==> config.mk <==
export PLATFORM = sky130hd
export DESIGN_NAME = data_mem_ctrl
export DESIGN_NICKNAME = d
export VERILOG_FILES = /design/src/rtl/gpu_pkg.sv /design/src/rtl/mem_array.sv /design/src/rtl/data_mem_ctrl.sv
export SDC_FILE = /design/constraint.sdc
export NUM_CORES = 2
export LEC_CHECK = 0
export ABC_CLOCK_PERIOD_IN_PS = 12100
export BUFFER_PORTS_ARGS = -buffer_cell sky130_fd_sc_hd__buf_2
export CORE_ASPECT_RATIO = 1.1
export CORE_MARGIN = 2
export CORE_UTILIZATION = 55
export DETAILED_ROUTE_END_ITERATION = 10
export PLACE_DENSITY = 0.8
export SLEW_MARGIN = 20
export SYNTH_ARGS = -nofsm -noshare
export SYNTH_HDL_FRONTEND = slang
export SYNTH_SLANG_ARGS = --single-unit
==> constraint.sdc <==
create_clock -name clk -period 12.1 [get_ports clk]
set_input_delay 1.21 -clock clk [delete_from_list [all_inputs] [get_ports clk]]
set_output_delay 1.21 -clock clk [all_outputs]
set_load 0.03 [all_outputs]
==> src/rtl/gpu_pkg.sv <==
// Shared definitions for the data memory controller: width defaults,
// load/store encoding and the controller FSM state type.
package gpu_pkg;

  localparam int DATA_W_DEF = 16;
  localparam int ADDR_W_DEF = 16;

  localparam logic MEM_LOAD  = 1'b1;
  localparam logic MEM_STORE = 1'b0;

  typedef enum logic [1:0] {
    IDLE    = 2'd0,
    ACCESS  = 2'd1,
    RESPOND = 2'd2
  } mem_state_t;

endpackage

==> src/rtl/mem_array.sv <==
// Word storage: synchronous write, combinational read, deliberately no reset
// so contents survive a controller reset.
module mem_array #(
  parameter int DATA_W = 16,
  parameter int DEPTH  = 256,
  parameter int IDX_W  = 8
) (
  input  logic              clk,
  input  logic              we,
  input  logic [IDX_W-1:0]  addr,
  input  logic [DATA_W-1:0] wdata,
  output logic [DATA_W-1:0] rdata
);

  logic [DATA_W-1:0] mem [DEPTH];

  // Write the addressed word on the rising edge when enabled
  always_ff @(posedge clk) begin
    if (we) begin
      mem[addr] <= wdata;
    end
  end

  assign rdata = mem[addr];

endmodule

==> src/rtl/data_mem_ctrl.sv <==
// Data memory controller: accepts one LSU load/store at a time, models a
// fixed per-op access latency, and holds the response until the LSU takes it.
module data_mem_ctrl
  import gpu_pkg::*;
#(
  parameter int DATA_W     = DATA_W_DEF,
  parameter int ADDR_W     = ADDR_W_DEF,
  parameter int DEPTH      = 256,
  parameter int RD_LATENCY = 3,
  parameter int WR_LATENCY = 2
) (
  input  logic              clk,
  input  logic              reset,
  input  logic              req_valid,
  output logic              req_ready,
  input  logic              req_lw_or_sw,
  input  logic [ADDR_W-1:0] req_addr,
  input  logic [DATA_W-1:0] req_wdata,
  output logic              resp_valid,
  input  logic              resp_ready,
  output logic [DATA_W-1:0] resp_rdata,
  output logic              resp_is_load,
  output logic              resp_err,
  output logic              busy
);

  localparam int IDX_W = (DEPTH > 1) ? $clog2(DEPTH) : 1;

  // Countdown start values: the accept edge counts as the first latency cycle
  localparam logic [3:0] RD_CNT = 4'(RD_LATENCY - 1);
  localparam logic [3:0] WR_CNT = 4'(WR_LATENCY - 1);

  // DEPTH widened by one bit so the range check works even when DEPTH
  // equals 2**ADDR_W
  localparam logic [ADDR_W:0] DEPTH_LIM = (ADDR_W + 1)'(DEPTH);

  mem_state_t        state;
  logic [3:0]        count;
  logic              op_q;
  logic [ADDR_W-1:0] addr_q;
  logic [DATA_W-1:0] wdata_q;

  logic              in_range;
  logic              access_fire;
  logic              mem_we;
  logic [DATA_W-1:0] mem_rdata;

  assign in_range    = ({1'b0, addr_q} < DEPTH_LIM);
  assign access_fire = (state == ACCESS) && (count == 4'd0);
  assign mem_we      = access_fire && (op_q == MEM_STORE) && in_range;

  // Reset forces IDLE asynchronously, so ready must also be masked directly
  assign req_ready = (state == IDLE) && !reset;
  assign busy      = (state != IDLE);

  mem_array #(
    .DATA_W (DATA_W),
    .DEPTH  (DEPTH),
    .IDX_W  (IDX_W)
  ) u_mem (
    .clk   (clk),
    .we    (mem_we),
    .addr  (addr_q[IDX_W-1:0]),
    .wdata (wdata_q),
    .rdata (mem_rdata)
  );

  // Controller FSM: accept, count down the access latency, then hold the response
  always_ff @(posedge clk or posedge reset) begin
    if (reset) begin
      state        <= IDLE;
      count        <= 4'd0;
      op_q         <= MEM_STORE;
      addr_q       <= '0;
      wdata_q      <= '0;
      resp_valid   <= 1'b0;
      resp_rdata   <= '0;
      resp_is_load <= 1'b0;
      resp_err     <= 1'b0;
    end else begin
      case (state)
        IDLE: begin
          if (req_valid) begin
            op_q    <= req_lw_or_sw;
            addr_q  <= req_addr;
            wdata_q <= req_wdata;
            count   <= (req_lw_or_sw == MEM_LOAD) ? RD_CNT : WR_CNT;
            state   <= ACCESS;
          end
        end
        ACCESS: begin
          if (count == 4'd0) begin
            state        <= RESPOND;
            resp_valid   <= 1'b1;
            resp_is_load <= op_q;
            resp_err     <= !in_range;
            resp_rdata   <= ((op_q == MEM_LOAD) && in_range) ? mem_rdata : '0;
          end else begin
            count <= count - 4'd1;
          end
        end
        RESPOND: begin
          if (resp_ready) begin
            resp_valid <= 1'b0;
            state      <= IDLE;
          end
        end
        default: begin
          state <= IDLE;
        end
      endcase
    end
  end

endmodule
Yosys cells after proc, flatten, opt, wreduce, memory -nomap -nowiden. Memories as Yosys holds them, arrays and structs flattened. Index checks and enable logic that the tools add are counted.

Bitwise logic cells: 1. Reductions and logical operators: 17. Muxes and demuxes: 14. Div/mod/pow operators: 0. Equality and inequality tests: 6. $add $sub $neg: 1. $mul: 0. Order comparisons: 1. Shifts and indexed selects: 0.

Operators by type and width (count): $lt 16x9->1 const B (1); $mux 16 (1); $reduce_and 3->1 (3); $mux 2 (4); $mux 4 (2); $pmux 4 s2 (1); $ne 2x2->1 const B (3); $pmux 2 s3 (1); $reduce_bool 2->1 (3); $logic_and 1x1->1 (5); $logic_not 4->1 (1); $mux 1 (4); $reduce_and 2->1 (2); $sub 4x1->4 const B (1); $eq 2x1->1 const B (1); $eq 2x2->1 const B (1); $logic_not 1->1 (2); $logic_not 2->1 (1); $ne 2x1->1 const B (1); $pmux 1 s2 (1); $not 1->1 (1).

Bits in latches: 0. Memory bits (read-only): 0. Memories: 1. RAM bits: 4096. Output and inout bits: 21. Input port bits: 37. Flip-flop bits (word level): 58. Logic and storage cells: 50.

Memories: u_mem.mem (words 256, bits a word 16, read ports 1, clocked after Yosys merged registers in 0, write ports 1, RTL line mem_array.sv:15) `logic [DATA_W-1:0] mem [DEPTH];`.

Logic depth before layout (Yosys ltp).
Word-level depth: 6. Mapped depth: 13. Gate-level depth less buffers: 9.

Modules after synthesis. From an unflattened synthesis, not the netlist that was laid out.

Cell total of the unflattened synthesis: 6901. Area, all modules: 157572.4 sq um.

By module, submodules not included: mem_array (seq. area each 122998.0 sq um, area an instance 155078.7 sq um, times used 1, cells an instance 6711); data_mem_ctrl (seq. area each 1451.4 sq um, area an instance 2493.6 sq um, times used 1, cells an instance 190).

Worst setup path before layout. OpenSTA, ideal clock, no wires.

Path type: flip-flop to flip-flop. From: reg wdata_q[0]. To: mem u_mem.mem[0][0], data pin. Cell stages (with the launch flop): 1. Setup time: 0.803 ns. Arrival: 3.181 ns. Slack: 8.116 ns. Cells stage by stage: dfrtp_1.

RTL lines: start: declaration (RTL line data_mem_ctrl.sv:41) `logic [DATA_W-1:0] wdata_q;`; start signal: assignment (RTL line data_mem_ctrl.sv:86) `wdata_q <= req_wdata;`; end: declaration (RTL line mem_array.sv:15).

No word-level cell before the write port.

Final worst setup path.
From: reg addr_q[0]. To: reg resp_rdata[12].

Longest elaborated chain between the ends: 3.

RTL lines: start: declaration (RTL line data_mem_ctrl.sv:40) `logic [ADDR_W-1:0] addr_q;`; start signal: assignment (RTL line data_mem_ctrl.sv:85) `addr_q <= req_addr;`; branches (longest 2 deep; another with $mem_v2 256x16); $mux 16 (*) (RTL line data_mem_ctrl.sv:97) `resp_rdata <= ((op_q == MEM_LOAD) && in_range) ? mem_rdata : '0;`; end signal: assignment (RTL line data_mem_ctrl.sv:97); end: declaration (RTL line data_mem_ctrl.sv:21) `output logic [DATA_W-1:0] resp_rdata,`.

Every way passes the cells marked *. A chain may end at the register's enable or synchronous reset.

==> results.py <==
metrics = {
    "logic_synthesis": {
        "seq_area_frac_synth_pct": 77.7,
        "synth_flop_cell": "edfxtp_1",
        "ys_warn_count": 0,
        "yosysUniqueCellTypes": 61,
        "ys_seq_elements": 4154,
        "syn_inst": 7530,
        "syn_area_um2": 160000,
        "syn-num-nets": 7569,
        "avgSynthCellArea_um2": 21.3,
        "synth.largest_area_cell": "edfxtp_1",
        "synth_edf_count": 4096,
        "synth.area.top_cells": "edfxtp_1 (77%), mux4_2 (12%), mux2i_1 (3.0%)",
        "synth_top_area_share_pct": 76.8,
        "synthArstFlopShare_pct": 1.40,
    },
    "worst_setup_path": {
        "critPathRequiredTime_ps": 12910,
        "worstSetupStartpointType": "register",
        "path_max_fanout": 48,
        "criticalPathCategory": "register to register",
        "cp-end-kind": "register",
        "worstPathArrival_ps": 6550,
    },
    "route": {
        "dr.first_iter.drc_count": 14500,
        "drtAntennaViolNets": 0,
        "vias": 84200,
        "viasPerCell": 6.95,
        "wire_per_inst_um": 35.8,
        "drt_pass1_iterations": 8,
        "drc": 0,
        "totalWireLength_mm": 433,
    },
    "sta": {
        "finalCriticalPeriod_ps": 5740,
        "drv_slew": 0,
        "max_slew_margin_pct": 14.9,
        "setup_violations": 0,
        "tns_ps": 0,
        "rsz0062_at_grt": "false",
        "hold_viol_final": 0,
        "tightest_slew_ps": 1260,
        "fin_crit_sh_pct": 47.4,
        "fmaxAchievable_mhz": 174,
        "worst_clock_skew_ps": 91.1,
    },
    "run_status": {
        "outcome": "finished clean",
    },
    "pwr": {
        "p_leak_uw": 0.0571,
        "power_uw": 44100,
        "peakVddDrop_mv": 0.317,
        "power_density_nw_per_um2": 246,
    },
    "global_route": {
        "grt_pass1_vias": 83800,
        "overflow": 0,
        "grt_pass1_wl_mm": 613,
        "grt.total_usage_pct": 29.0,
        "grt_antenna_before_repair": 12,
        "grt_max_degree": 221,
    },
    "floorplan": {
        "num_rows": 207,
        "die_width_um": 518,
        "coreArea_um2": 289000,
        "start_util_pct": 55.3,
        "dieHeight_um": 570,
        "ioPinCount": 58,
        "dieArea_um2": 295000,
    },
    "placed_design": {
        "hpwl_mm": 239,
        "place.gp.congestion": 0.915,
        "io_buffers": 57,
    },
    "flow_run": {
        "drv_cap": 0,
    },
    "cts": {
        "clkTransAtPathRegs_ps": 60,
        "post-cts-setup-buffer-count": 0,
        "cts_buffer_depth": 4,
        "cts_tree": "built",
        "htree_levels": 5,
        "cts_root_buf": "clkbuf_16",
        "clock-sinks": 4154,
        "cts-buffers-inserted": 397,
        "hold_buffers": 0,
        "insertion_delay_ps": 960,
        "cts-resized-gates": 0,
    },
    "finish": {
        "final_util_pct": 62.0,
        "fin_nets": 7944,
        "drive_gt1_share_pct": 24.3,
        "synthToLayoutAreaGrowth_pct": 12.0,
        "fill_cells": 18200,
    },
    "worst_hold_path": {
        "hold_path_class": "primary input to register",
    },
}
## layout by cell type, fill, tap and decap left out, drive strengths merged, types with 10 or more instances in the layout
master	netlist	routed
clkbuf	183	499
bufinv	0	39
dfrtp	58	58
a31o	15	15
nand2	266	266
a21o	15	15
o21ai	43	43
a211oi	60	60
nor2	333	333
a32oi	48	48
nand4	49	49
o311ai	15	15
o2111ai	16	16
a22oi	105	105
mux2	76	76
nor2b	26	26
nor3	21	21
mux4	856	856
a31oi	33	33
and3	35	35
edfxtp	4096	4096
clkinv	1	167
o41ai	15	15
clkinvlp	0	11
a21oi	86	86
o22ai	16	16
inv	9	20
nand3	136	136
buf	274	433
mux2i	472	472
o211ai	17	17
nand2b	10	10
a221oi	106	106
## worst max-delay path: stages (launching register included)
cell and delay (ps):
dfrtp_4 830, buf_4 810, buf_4 850, mux4_2 640
mux4_2 500, a211oi_1 780, nand2_1 630, a31o_1 420
## through the flow
step	hold WS, ps	cell area (um2)	cells	setup slack (ps)
floorplan	473	160000	7530	8120
global placement	462	166000	11400	6610
detailed placement	499	166000	11400	6650
CTS	458	179000	12100	6580
global route	486	179000	12100	6200
finish	487	179000	12100	6360
## cell families after synthesis
logic type	Yosys count	synth area share [%]
flops	4154	77.7
mux	1404	15.5
simple gates	901	2.50
compound gates	600	2.75
buf+inv	467	1.46
xor+xnor	2	0.0109
fa+ha+maj	2	0.0156
## routing by layer
metal	track usage [%]	routed length, um	up-vias
met3	6.99	54900	1445
met4	17.3	31600	6
met5	0	34	-
met2	46.1	207000	7505
met1	36.5	139000	43000
li1	-	-	32200
## final timing paths
path,slack [ps],depth (start not counted),to,from
max reg2reg,6360,7,resp_rdata[12]$_DFFE_PP0N_,addr_q[0]$_DFFE_PP0P_
max in group asynchronous,10630,3,addr_q[1]$_DFFE_PP0P_,reset
min,490,2,wdata_q[12]$_DFFE_PP0P_,req_wdata[12]
min reg2reg,510,1,addr_q[8]$_DFFE_PP0P_,addr_q[8]$_DFFE_PP0P_
min in group asynchronous,570,3,resp_err$_DFFE_PP0N_,reset
max,6360,7,resp_rdata[12]$_DFFE_PP0N_,addr_q[0]$_DFFE_PP0P_
## final cells by class
type,instances,area [um2],share of cell area (%)
clock inverter,227,2370,1.32
sequential,4154,125000,69.5
timing repair buffer,433,3460,1.93
clock buffer,499,10500,5.86
antenna,8,20.0,0.0112
multi-input combinational,2909,33500,18.7
inverter,10,38.8,0.0216
tap,3866,4840,2.70
## state kept, by name, indices dropped and copies added (netlist names)
register      cells
count             4
resp_rdata       16
state             2
resp_valid        1
wdata_q          16
op_q              1
addr_q           16
u_mem.mem      4096
resp_is_load      1
resp_err          1
## power by group
part           total, uW  switching [uW]  internal [uW]
Combinational      12900            8590           4300
Sequential         18800             712          18100
Clock              12400            5380           7010
Total              44100           14700          29400
## cell usage after synthesis (all sizes together), types with 10 or more instances
cell / number
edfxtp: 4096
mux4: 856
mux2i: 472
nor2: 333
buf: 274
nand2: 266
clkbuf: 183
nand3: 136
a221oi: 106
a22oi: 105
a21oi: 86
mux2: 76
a211oi: 60
dfrtp: 58
nand4: 49
a32oi: 48
o21ai: 43
and3: 35
a31oi: 33
nor2b: 26
nor3: 21
o211ai: 17
o2111ai: 16
o22ai: 16
a21o: 15
a31o: 15
o311ai: 15
o41ai: 15
nand2b: 10
Note: power is estimated with default switching activity, not from simulation.
